**config.mk**
```make
export PLATFORM = sky130hd
export DESIGN_NAME = vram_user_arbiter
export DESIGN_NICKNAME = d
export VERILOG_FILES = /design/src/rtl/vram_pkg.sv /design/src/rtl/vram_fill_seq.sv /design/src/rtl/vram_user_arbiter.sv
export SDC_FILE = /design/constraint.sdc
export NUM_CORES = 1
export LEC_CHECK = 0
export BUFFER_PORTS_ARGS = -buffer_cell sky130_fd_sc_hd__buf_4
export CORE_MARGIN = 10
export CORE_UTILIZATION = 55
export CTS_CLUSTER_DIAMETER = 40
export DETAILED_ROUTE_END_ITERATION = 10
export HOLD_SLACK_MARGIN = 0.1
export MAX_ROUTING_LAYER = met4
export PLACE_DENSITY = 0.82
export RECOVER_POWER = 50
export SLEW_MARGIN = 25
export SYNTH_ARGS = -nofsm -noshare
export SYNTH_HDL_FRONTEND = slang
export SYNTH_HIERARCHICAL = 1
export SYNTH_SLANG_ARGS = --single-unit
```
**constraint.sdc**
```tcl
create_clock -name user_clk -period 8.8 [get_ports user_clk]
set_clock_uncertainty 0.2 [all_clocks]
set_input_delay 0.88 -clock user_clk [delete_from_list [all_inputs] [get_ports user_clk]]
set_output_delay 0.88 -clock user_clk [all_outputs]
set_load 0.02 [all_outputs]
```
**src/rtl/vram_pkg.sv**
```systemverilog
// Shared VRAM geometry plus the state and turn encodings used by the
// frame-buffer user-port controllers.
package vram_pkg;

  localparam int VRAM_ADDR_W = 15;
  localparam int VRAM_DATA_W = 8;
  localparam int VRAM_DEPTH  = 24576;

  typedef enum logic {
    ST_IDLE,
    ST_FILL
  } state_t;

  typedef enum logic {
    TURN_HOST,
    TURN_FILL
  } turn_t;

endpackage

```
**src/rtl/vram_fill_seq.sv**
```systemverilog
// Linear fill sequencer: clips the requested run at DEPTH, then walks
// cur/rem one byte per granted step and flags completion.
module vram_fill_seq
  import vram_pkg::*;
#(
  parameter int ADDR_W = VRAM_ADDR_W,
  parameter int DATA_W = VRAM_DATA_W,
  parameter int DEPTH  = VRAM_DEPTH
) (
  input  logic              clk,
  input  logic              rst,
  input  logic              start,
  input  logic [ADDR_W-1:0] start_addr,
  input  logic [ADDR_W-1:0] start_len,
  input  logic [DATA_W-1:0] start_value,
  input  logic              step,
  output logic [ADDR_W-1:0] cur,
  output logic [DATA_W-1:0] value,
  output logic              run,
  output logic              last,
  output logic              done,
  output logic              clipped
);

  localparam logic [ADDR_W:0] DEPTH_X = (ADDR_W+1)'(DEPTH);

  logic [ADDR_W-1:0] rem;
  logic [ADDR_W-1:0] eff_len;

  // Length that fits between addr and the end of VRAM; zero when addr is already past it.
  function automatic logic [ADDR_W-1:0] clip_len(input logic [ADDR_W-1:0] addr,
                                                 input logic [ADDR_W-1:0] len);
    logic [ADDR_W:0] room;
    clip_len = '0;
    room     = '0;
    if ({1'b0, addr} < DEPTH_X) begin
      room     = DEPTH_X - {1'b0, addr};
      clip_len = ({1'b0, len} < room) ? len : room[ADDR_W-1:0];
    end
  endfunction

  assign eff_len = clip_len(start_addr, start_len);
  assign run     = start && (eff_len != '0);
  assign last    = (rem == ADDR_W'(1));

  always_ff @(posedge clk) begin
    if (rst) begin
      cur     <= '0;
      rem     <= '0;
      done    <= 1'b0;
      clipped <= 1'b0;
    end else begin
      done <= 1'b0;
      if (start) begin
        cur     <= start_addr;
        rem     <= eff_len;
        clipped <= (eff_len != start_len);
        done    <= (eff_len == '0);
      end else if (step) begin
        cur  <= cur + 1'b1;
        rem  <= rem - 1'b1;
        done <= last;
      end
    end
  end

  always_ff @(posedge clk) begin
    if (start) value <= start_value;
  end

endmodule

```
**src/rtl/vram_user_arbiter.sv**
```systemverilog
// VRAM user-port controller: host byte accesses and the fill engine share
// one registered port, alternating cycle by cycle under contention.
module vram_user_arbiter
  import vram_pkg::*;
#(
  parameter int ADDR_W = VRAM_ADDR_W,
  parameter int DATA_W = VRAM_DATA_W,
  parameter int DEPTH  = VRAM_DEPTH
) (
  input  logic              user_clk,
  input  logic              rst,
  input  logic              host_req,
  input  logic              host_we,
  input  logic [ADDR_W-1:0] host_addr,
  input  logic [DATA_W-1:0] host_wdata,
  output logic              host_ready,
  output logic [DATA_W-1:0] host_rdata,
  output logic              host_rvalid,
  input  logic              fill_start,
  input  logic [ADDR_W-1:0] fill_addr,
  input  logic [ADDR_W-1:0] fill_len,
  input  logic [DATA_W-1:0] fill_value,
  output logic              fill_busy,
  output logic              fill_done,
  output logic              fill_clipped,
  output logic [ADDR_W-1:0] vram_addr,
  output logic              vram_we,
  output logic [DATA_W-1:0] vram_wdata,
  input  logic [DATA_W-1:0] vram_rdata
);

  localparam logic [ADDR_W:0] DEPTH_X = (ADDR_W+1)'(DEPTH);

  state_t state_q, state_d;
  turn_t  turn_q;

  logic              host_grant;
  logic              fill_grant;
  logic              fill_accept;
  logic              host_in_range;
  logic [ADDR_W-1:0] seq_cur;
  logic [DATA_W-1:0] seq_value;
  logic              seq_run;
  logic              seq_last;

  logic rd_vld_p1, oor_p1;
  logic oor_p2;

  assign host_ready    = (state_q == ST_IDLE) || (turn_q == TURN_HOST) || !host_req;
  assign host_grant    = host_req && host_ready;
  assign fill_grant    = (state_q == ST_FILL) && !host_grant;
  assign fill_accept   = fill_start && (state_q == ST_IDLE);
  assign host_in_range = ({1'b0, host_addr} < DEPTH_X);
  assign fill_busy     = (state_q == ST_FILL);

  vram_fill_seq #(
    .ADDR_W (ADDR_W),
    .DATA_W (DATA_W),
    .DEPTH  (DEPTH)
  ) u_fill_seq (
    .clk         (user_clk),
    .rst         (rst),
    .start       (fill_accept),
    .start_addr  (fill_addr),
    .start_len   (fill_len),
    .start_value (fill_value),
    .step        (fill_grant),
    .cur         (seq_cur),
    .value       (seq_value),
    .run         (seq_run),
    .last        (seq_last),
    .done        (fill_done),
    .clipped     (fill_clipped)
  );

  always_ff @(posedge user_clk) begin
    if (rst) state_q <= ST_IDLE;
    else     state_q <= state_d;
  end

  always_comb begin
    state_d = state_q;
    case (state_q)
      ST_IDLE: if (seq_run) state_d = ST_FILL;
      ST_FILL: if (fill_grant && seq_last) state_d = ST_IDLE;
      default: state_d = ST_IDLE;
    endcase
  end

  // Every fill begins with the host holding priority for the first contended slot.
  always_ff @(posedge user_clk) begin
    if (rst)                                    turn_q <= TURN_HOST;
    else if (fill_accept)                       turn_q <= TURN_HOST;
    else if ((state_q == ST_FILL) && host_req)  turn_q <= (turn_q == TURN_HOST) ? TURN_FILL : TURN_HOST;
  end

  // Stage p1: registered VRAM port; out-of-range host accesses never reach it.
  always_ff @(posedge user_clk) begin
    if (rst) begin
      vram_addr  <= '0;
      vram_we    <= 1'b0;
      vram_wdata <= '0;
      rd_vld_p1  <= 1'b0;
      oor_p1     <= 1'b0;
    end else begin
      vram_we   <= 1'b0;
      rd_vld_p1 <= host_grant && !host_we;
      oor_p1    <= !host_in_range;
      if (host_grant) begin
        if (host_in_range) begin
          vram_addr <= host_addr;
          vram_we   <= host_we;
          if (host_we) vram_wdata <= host_wdata;
        end
      end else if (fill_grant) begin
        vram_addr  <= seq_cur;
        vram_we    <= 1'b1;
        vram_wdata <= seq_value;
      end
    end
  end

  // Stage p2: VRAM read data arrives; the host samples it at the end of this cycle.
  always_ff @(posedge user_clk) begin
    if (rst) begin
      host_rvalid <= 1'b0;
      oor_p2      <= 1'b0;
    end else begin
      host_rvalid <= rd_vld_p1;
      oor_p2      <= oor_p1;
    end
  end

  assign host_rdata = (host_rvalid && !oor_p2) ? vram_rdata : '0;

endmodule
```
==> results of run 1 <==
-- critical path, cell delays in order --
cell                       delay, ns
sky130_fd_sc_hd__buf_4          0.13
sky130_fd_sc_hd__inv_1          0.10
sky130_fd_sc_hd__ha_1           0.21
sky130_fd_sc_hd__or4b_1         0.53
sky130_fd_sc_hd__or2_2          0.33
sky130_fd_sc_hd__o21ai_0        0.20
sky130_fd_sc_hd__xnor2_1        0.24
sky130_fd_sc_hd__ha_1           0.31
sky130_fd_sc_hd__and3_1         0.21
sky130_fd_sc_hd__a221o_1        0.31
sky130_fd_sc_hd__a31oi_2        0.48
sky130_fd_sc_hd__o21bai_1       0.20
sky130_fd_sc_hd__buf_4          0.27
sky130_fd_sc_hd__mux2_2         0.36
sky130_fd_sc_hd__a31oi_1        0.17
sky130_fd_sc_hd__nor2_1         0.05
-- path summary, 6_finish.rpt --
check / from / endpoint / slack, ns / cells after the start
worst max-delay path: fill_addr[0] / u_fill_seq/rem[6] / 3.73 / 16
worst min-delay path: rd_vld_p1 / host_rvalid / 0.24 / 1
worst max register to register: fill_busy / u_fill_seq/rem[13] / 4.10 / 7
worst min register to register: rd_vld_p1 / host_rvalid / 0.24 / 1
-- layout make-up --
class,instances,area (um^2)
repair buffers,115,751
multi-input cells,447,2910
fillers,733,2640
clock inverters,7,96.3
inverters,22,82.6
well taps,105,131
flip-flops and latches,70,1480
clock buffers,9,124
-- routing by layer --
| metal | vias up | share of wire |
|---|---|---|
| met3 | 23 | 0.062 |
| met1 | 2253 | 0.42 |
| met4 | 0 | 0.013 |
| met2 | 197 | 0.51 |
| met5 | - | 0 |
| li1 | 2282 | - |
-- power by group through the flow --
stage               Sequential, mW  Clock (mW)  Combinational, mW
floorplan                    0.386           0              0.144
global placement             0.377           0              0.238
detailed placement           0.379           0              0.241
CTS                          0.371       0.294              0.243
global route                 0.375       0.308              0.259
finish                       0.372       0.289              0.237
-- state kept, by name (all words and copies together), names as in the netlist --
signal              count
u_fill_seq/cur         15
u_fill_seq/rem         15
vram_addr              15
u_fill_seq/value        8
vram_wdata              8
fill_busy               1
host_rvalid             1
oor_p1                  1
oor_p2                  1
rd_vld_p1               1
turn_q                  1
u_fill_seq/clipped      1
u_fill_seq/done         1
vram_we                 1
-- Yosys cell counts, types with 3 or more instances --
| library cell | count |
|---|---|
| sky130_fd_sc_hd__a21oi_1 | 26 |
| sky130_fd_sc_hd__dfxtp_1 | 62 |
| sky130_fd_sc_hd__o21ai_0 | 15 |
| sky130_fd_sc_hd__nor2b_1 | 7 |
| sky130_fd_sc_hd__a311oi_1 | 24 |
| sky130_fd_sc_hd__nor2_1 | 57 |
| sky130_fd_sc_hd__mux2i_1 | 19 |
| sky130_fd_sc_hd__or4_1 | 5 |
| sky130_fd_sc_hd__nor3_1 | 15 |
| sky130_fd_sc_hd__or2_2 | 4 |
| sky130_fd_sc_hd__a2bb2oi_1 | 9 |
| sky130_fd_sc_hd__and2_1 | 11 |
| sky130_fd_sc_hd__xor2_1 | 18 |
| sky130_fd_sc_hd__a221o_1 | 3 |
| sky130_fd_sc_hd__clkbuf_1 | 19 |
| sky130_fd_sc_hd__nand2_1 | 82 |
| sky130_fd_sc_hd__nor4_1 | 8 |
| sky130_fd_sc_hd__ha_1 | 18 |
| sky130_fd_sc_hd__nand3_1 | 11 |
| sky130_fd_sc_hd__nand2b_1 | 3 |
| sky130_fd_sc_hd__inv_1 | 22 |
| sky130_fd_sc_hd__edfxtp_1 | 8 |
| sky130_fd_sc_hd__a221oi_1 | 10 |
| sky130_fd_sc_hd__a211oi_1 | 20 |
| sky130_fd_sc_hd__or3_1 | 7 |
| sky130_fd_sc_hd__and3_1 | 5 |
| sky130_fd_sc_hd__buf_2 | 13 |
| sky130_fd_sc_hd__nand4_1 | 6 |
| sky130_fd_sc_hd__buf_6 | 4 |
| sky130_fd_sc_hd__xnor2_1 | 20 |
-- logic make-up after synthesis --
group	share of synthesized area
XOR/XNOR	0.0714
adder cells (fa/ha/maj)	0.0483
AO/OA/AOI/OAI	0.225
buffers and inverters	0.0598
flip-flops	0.318
multiplexers	0.0456
AND/OR/NAND/NOR	0.232
-- per-stage QoR --
| step | instances | utilization |
|---|---|---|
| 6_report | 775 | 0.679 |
| 5_1_grt | 775 | 0.679 |
| 4_1_cts | 775 | 0.692 |
| 3_5_place_dp | 759 | 0.665 |
| 3_3_place_gp | 759 | 0.665 |
| 2_1_floorplan | 578 | - |
==> results.txt, run 1 <==
----------------------------------------------------
[Outcome]
  Outcome ... complete, but fails checks
  Violations in the final reports ... capacitance limit, slew limit

[GRT]
  Antenna violations before repair ... 0
  Largest net degree at the start of global routing ... 63
  Routing usage on met1 ... 0.283
  Met3 usage in global routing ... 0.0538
  Global Route met2 Usage ... 0.397
  GRT busiest layer ... met2
  Wire length of the first global-routing pass ... 24,400 um
  Global-route congestion overflow total ... 0
  Via count of the first global-routing pass ... 4,570
  Total routing usage reported by global routing ... 0.236

[CTS]
  CTS buffer count ... 9
  CTS tree ... done
  H-Tree Depth ... 3
  Setup fix buffers added after clock tree synthesis ... 0
  Clock Root Buffer ... sky130_fd_sc_hd__clkbuf_8
  Clock transition time at the flip-flop clock pins of the worst setup and hold paths ... 0.08 ns
  Worst-skew pair later-pin latency ... 0.35 ns
  Clock sink total ... 70
  Number of instances resized during post-cts repair ... 0
  Hold buffer count at cts ... 0
  Number of buffers on the longest clock path ... 2

[Die]
  Die extent in y ... 112 um
  Core area ... 8220 um^2
  Core Rows ... 33
  Top-level I/O count ... 111
  Overall die area ... 12,600 um^2
  Die span in x ... 112 um
  Starting utilization of the core area ... 0.568

[Timing]
  Headroom to the max-slew limit ... -0.858
  RSZ-0062 raised after global routing ... false
  Number of hold violations in the final report ... 0
  Time the worst path needs with I/O delays and setup ... 5.07 ns
  Post-route setup TNS ... 0 ns
  Post-route setup slack ... 3.73 ns
  Worst-case hold slack ... 0.240 ns
  Final Slew Violations ... 96
  Max Fclk ... 0.197 GHz
  Transition time at the pin with the least slew margin ... 2.79 ns
  Setup-failing EPs final ... 0
  Fraction of the cycle the final worst path needs ... 0.576

[Finish]
  Commonest non-fill, non-tap cell in the layout ... sky130_fd_sc_hd__nand2_1
  Antenna diodes ... 0
  Leading cell types in the layout, fill and taps excluded ... sky130_fd_sc_hd__nand2_1 (82), sky130_fd_sc_hd__buf_4 (77), sky130_fd_sc_hd__dfxtp_1 (62)
  Layout net count ... 757
  Final design area excluding fillers ... 5580 um^2
  Synth-to-Final Area Change ... 19.6%
  Layout cell share with drive strength beyond 1 ... 0.170

[Route]
  # DRC ... 0
  Number of optimization iterations in the first detailed-route pass ... 5
  Routed Wire Length ... 15,300 um
  Post-DR wirelength/cell ... 19.7 um
  Vias ... 4,755
  ANT nets after route ... 0
  Post-detailed-route via-to-cell ratio ... 6.14
  Count of routing violations after the opening detailed-route iteration ... 400

[Placed design]
  Worst-case setup slack after placement ... 3.49 ns
  Detailed placement HPWL ... 11,300 um
  Global placement routability congestion ... 0.964
  Buffers added on ports ... 110
  Cell Area, Placed ... 5460 um^2

[Pwr]
  Pwr per Cell Area ... 161 nW/um^2
  Static leakage ... 2.30 nW
  Cell-internal power ... 0.607 mW
  Worst voltage drop across the vdd grid ... 86.4 uV
  Switching share of power ... 0.324
  Total net switching power ... 0.291 mW
  Part of the total power dissipated in the clock network ... 0.322
  Final Total Pwr ... 0.898 mW
  Proportion of power drawn by combinational gates ... 0.264
  Part of the power in registers ... 0.414

[Logic synthesis]
  Largest area contributor in the synthesized netlist ... sky130_fd_sc_hd__dfxtp_1
  Async set or reset register ratio after synthesis ... 0
  Average instance area after synthesis ... 8.07 um^2
  Number of nets produced by synthesis ... 670
  Top cells by area in the synthesized netlist ... sky130_fd_sc_hd__dfxtp_1 (27%), sky130_fd_sc_hd__nand2_1 (6.6%), sky130_fd_sc_hd__edfxtp_1 (5.2%)
  Share of the yosys chip area belonging to registers ... 0.318
  Number of warnings printed during yosys synthesis ... 6
  Main synth FF type ... sky130_fd_sc_hd__dfxtp_1
  Number of instances in the synthesized netlist ... 578
  Cell area after synthesis ... 4660 um^2
  Share of the synthesized area in the top cell type ... 0.266
  Post-synth EDFFs ... 8
  Synth Register Bits ... 70
  Number of library cell types mapped by synthesis ... 63

[Setup path]
  Setup crit end kind ... flip-flop
  Launching element type of the critical path ... primary input
  Worst endpoint data arrival time ... 5.00 ns
  Required time of the worst setup path ... 8.73 ns
  Maximum fanout along the worst path ... 13
  Crit path kind ... primary input to flip-flop

[Job]
  Max-cap violation count ... 2

[Worst hold path]
  Class of the worst hold path ... flip-flop to flip-flop

----------------------------------------------------
Note: power is estimated with default switching activity, not from simulation.
==> run 2, diff against run 1 <==
--- a/config.mk
+++ b/config.mk
@@ -7,12 +7,12 @@
 export LEC_CHECK = 0
 export BUFFER_PORTS_ARGS = -buffer_cell sky130_fd_sc_hd__buf_4
 export CORE_MARGIN = 10
-export CORE_UTILIZATION = 55
+export CORE_UTILIZATION = 49
 export CTS_CLUSTER_DIAMETER = 40
 export DETAILED_ROUTE_END_ITERATION = 10
 export HOLD_SLACK_MARGIN = 0.1
 export MAX_ROUTING_LAYER = met4
-export PLACE_DENSITY = 0.82
+export PLACE_DENSITY = 0.77
 export RECOVER_POWER = 50
 export SLEW_MARGIN = 25
 export SYNTH_ARGS = -nofsm -noshare
==> constraint.sdc (replaced) <==
create_clock -name user_clk -period 4.5 [get_ports user_clk]
set_clock_uncertainty 0.2 [all_clocks]
set_input_delay 0.45 -clock user_clk [delete_from_list [all_inputs] [get_ports user_clk]]
set_output_delay 0.45 -clock user_clk [all_outputs]
set_load 0.02 [all_outputs]
==> run 2 against run 1 <==
Net effect:
- the flow now finishes without violations
- power is 97% higher
- clock-buffer cell count unchanged
- cell count increased by 5.7%
- register-to-register slack got worse by 3.0 ns
- routed wire length hardly changed
- critical path depth up 1
- first-iteration DRC count down 2.0%
- critical endpoint is now u_fill_seq/rem[11]
- die area is 10% higher
- global-route usage fell by 2.0 points
- sequential power up 96%
- worst setup slack worse by 3.5 ns
==> results.txt, run 2 (synthesis results as in run 1) <==
----------------------------------------------------
[Outcome]
  Outcome ... finished clean

[CTS]
  Clock sink total ... 70
  Hold buffer count at cts ... 8
  Clock Root Buffer ... sky130_fd_sc_hd__clkbuf_8
  CTS tree ... done
  Number of buffers on the longest clock path ... 2
  Setup fix buffers added after clock tree synthesis ... 0
  CTS buffer count ... 9
  H-Tree Depth ... 3
  Worst-skew pair later-pin latency ... 0.34 ns
  Number of instances resized during post-cts repair ... 0
  Clock transition time at the flip-flop clock pins of the worst setup and hold paths ... 0.08 ns

[Die]
  Starting utilization of the core area ... 0.505
  Top-level I/O count ... 111
  Die span in x ... 118 um
  Die extent in y ... 118 um
  Core area ... 9240 um^2
  Core Rows ... 35
  Overall die area ... 13,800 um^2

[Finish]
  Layout net count ... 777
  Layout cell share with drive strength beyond 1 ... 0.183
  Total area of sequential cells ... 1480 um^2
  Synth-to-Final Area Change ... 23.9%
  Leading cell types in the layout, fill and taps excluded ... sky130_fd_sc_hd__buf_4 (89), sky130_fd_sc_hd__nand2_1 (82), sky130_fd_sc_hd__dfxtp_1 (62)
  Antenna diodes ... 0
  Final design area excluding fillers ... 5780 um^2
  End-of-flow core utilization ... 0.625
  Area used by multi-input combinational logic ... 2910 um^2
  Final-layout fill cell count ... 817
  Biggest regs ... u_fill_seq/cur x15, u_fill_seq/rem x15, vram_addr x15
  Commonest non-fill, non-tap cell in the layout ... sky130_fd_sc_hd__buf_4

[Setup path]
  Required time of the worst setup path ... 4.50 ns
  Top cell family by delay on the critical path ... compound AO/OA/AOI/OAI gates
  Buffer and inverter count on the worst path ... 4
  Crit path largest cell delay ... 0.52 ns
  Launching element type of the critical path ... primary input
  Maximum fanout along the worst path ... 6
  Setup crit end kind ... flip-flop
  Crit path kind ... primary input to flip-flop
  Slack of the worst reg-to-reg path ... 1.12 ns
  Worst endpoint data arrival time ... 4.25 ns
  Crit path cell chain ... buf_4 -> inv_1 -> ha_1 -> or4b_1 -> nor4b_1 -> xnor2_1 -> inv_1 -> ha_1 -> nand2_1 -> o21ai_0 -> a221o_1 -> a31oi_2 -> o21bai_1 -> buf_4 -> mux2i_1 -> a2bb2oi_1 -> nor2_1
  CP max stage cell ... sky130_fd_sc_hd__or4b_1

[GRT]
  Global-route congestion overflow total ... 0
  Antenna violations before repair ... 0
  Largest net degree at the start of global routing ... 63
  Total routing usage reported by global routing ... 0.216
  Wire length of the first global-routing pass ... 24,700 um
  Via count of the first global-routing pass ... 4,609

[Job]
  Max-cap violation count ... 0

[Route]
  Vias ... 4,844
  Post-detailed-route via-to-cell ratio ... 5.91
  Count of routing violations after the opening detailed-route iteration ... 392
  Post-DR wirelength/cell ... 18.6 um
  Routed Wire Length ... 15,300 um
  # DRC ... 0
  ANT nets after route ... 0
  Number of optimization iterations in the first detailed-route pass ... 5

[Pwr]
  Static leakage ... 2.38 nW
  Pwr per Cell Area ... 306 nW/um^2
  Worst voltage drop across the vdd grid ... 156 uV

[Placed design]
  Buffers added on ports ... 110
  Cell Area, Placed ... 5590 um^2
  Global placement routability congestion ... 1.01
  Worst-case setup slack after placement ... 0.0275 ns
  Detailed placement HPWL ... 11,200 um

[Timing]
  RSZ-0062 raised after global routing ... false
  Final Slew Violations ... 0
  Headroom to the max-slew limit ... 0.0744
  Time the worst path needs with I/O delays and setup ... 4.25 ns
  Setup-failing EPs final ... 0
  Post-route setup slack ... 0.253 ns
  Post-route setup TNS ... 0 ns
  Fraction of the cycle the final worst path needs ... 0.944
  Transition time at the pin with the least slew margin ... 1.39 ns
  Number of hold violations in the final report ... 0
  Worst-case hold slack ... 0.178 ns
  Max Fclk ... 0.235 GHz

[Worst hold path]
  Class of the worst hold path ... primary input to flip-flop

----------------------------------------------------
## run 2: changes by cell type in the layout (fill, tap and decap cells not counted)
cell                            previous run  this run
sky130_fd_sc_hd__and2_0                    8         6
sky130_fd_sc_hd__and2_1                    3         5
sky130_fd_sc_hd__buf_4                    77        89
sky130_fd_sc_hd__clkinv_2                  2         1
sky130_fd_sc_hd__clkinv_4                  2         1
sky130_fd_sc_hd__clkinvlp_4                0         2
sky130_fd_sc_hd__dlygate4sd3_1             0         8
## run 2: layer usage
layer,track usage,vias up,wire length [um]
met5,-,-,0
met4,0.0665,0,299
met3,0.0393,28,962
met2,0.337,221,7010
met1,0.279,2279,6990
li1,-,2316,-
## run 2: path summary, 6_finish.rpt
kind / to / startpoint / depth (start not counted)
worst max-delay path: u_fill_seq/rem[11] / fill_addr[0] / 17
worst min-delay path: rd_vld_p1 / host_we / 2
worst max register to register: u_fill_seq/rem[10] / fill_busy / 10
worst min register to register: oor_p2 / oor_p1 / 1
## run 2: cell type report
cell class / count / area share
inverter: 22 / 0.0143
clock inverter: 7 / 0.0169
timing repair buffer: 135 / 0.159
tap: 129 / 0.0279
sequential: 70 / 0.256
clock buffer: 9 / 0.0214
multi-input combinational: 447 / 0.504
## run 2: worst reg2reg max path: stages (launching register included)
cell                        delay, ns
sky130_fd_sc_hd__dfxtp_1         1.13
sky130_fd_sc_hd__a21bo_1         0.24
sky130_fd_sc_hd__and2_1          0.12
sky130_fd_sc_hd__buf_4           0.22
sky130_fd_sc_hd__nand2_1         0.14
sky130_fd_sc_hd__nor3_1          0.39
sky130_fd_sc_hd__nand2_1         0.22
sky130_fd_sc_hd__nor4_1          0.27
sky130_fd_sc_hd__xor2_1          0.11
sky130_fd_sc_hd__a2bb2oi_1       0.16
sky130_fd_sc_hd__nor2_1          0.05
## run 2: through the flow
| stage | std cells | power (mW) |
|---|---|---|
| 3_3_place_gp | 795 | 1.21 |
| 6_report | 819 | 1.77 |
| 3_5_place_dp | 795 | 1.22 |
| 2_1_floorplan | 578 | 1.04 |
| 4_1_cts | 819 | 1.79 |
| 5_1_grt | 819 | 1.86 |
## run 2: power by group
group	total, mW	internal (mW)	switching [mW]
Sequential	0.730	0.683	0.0471
Combinational	0.477	0.206	0.271
Clock	0.562	0.314	0.248
Total	1.77	1.20	0.566
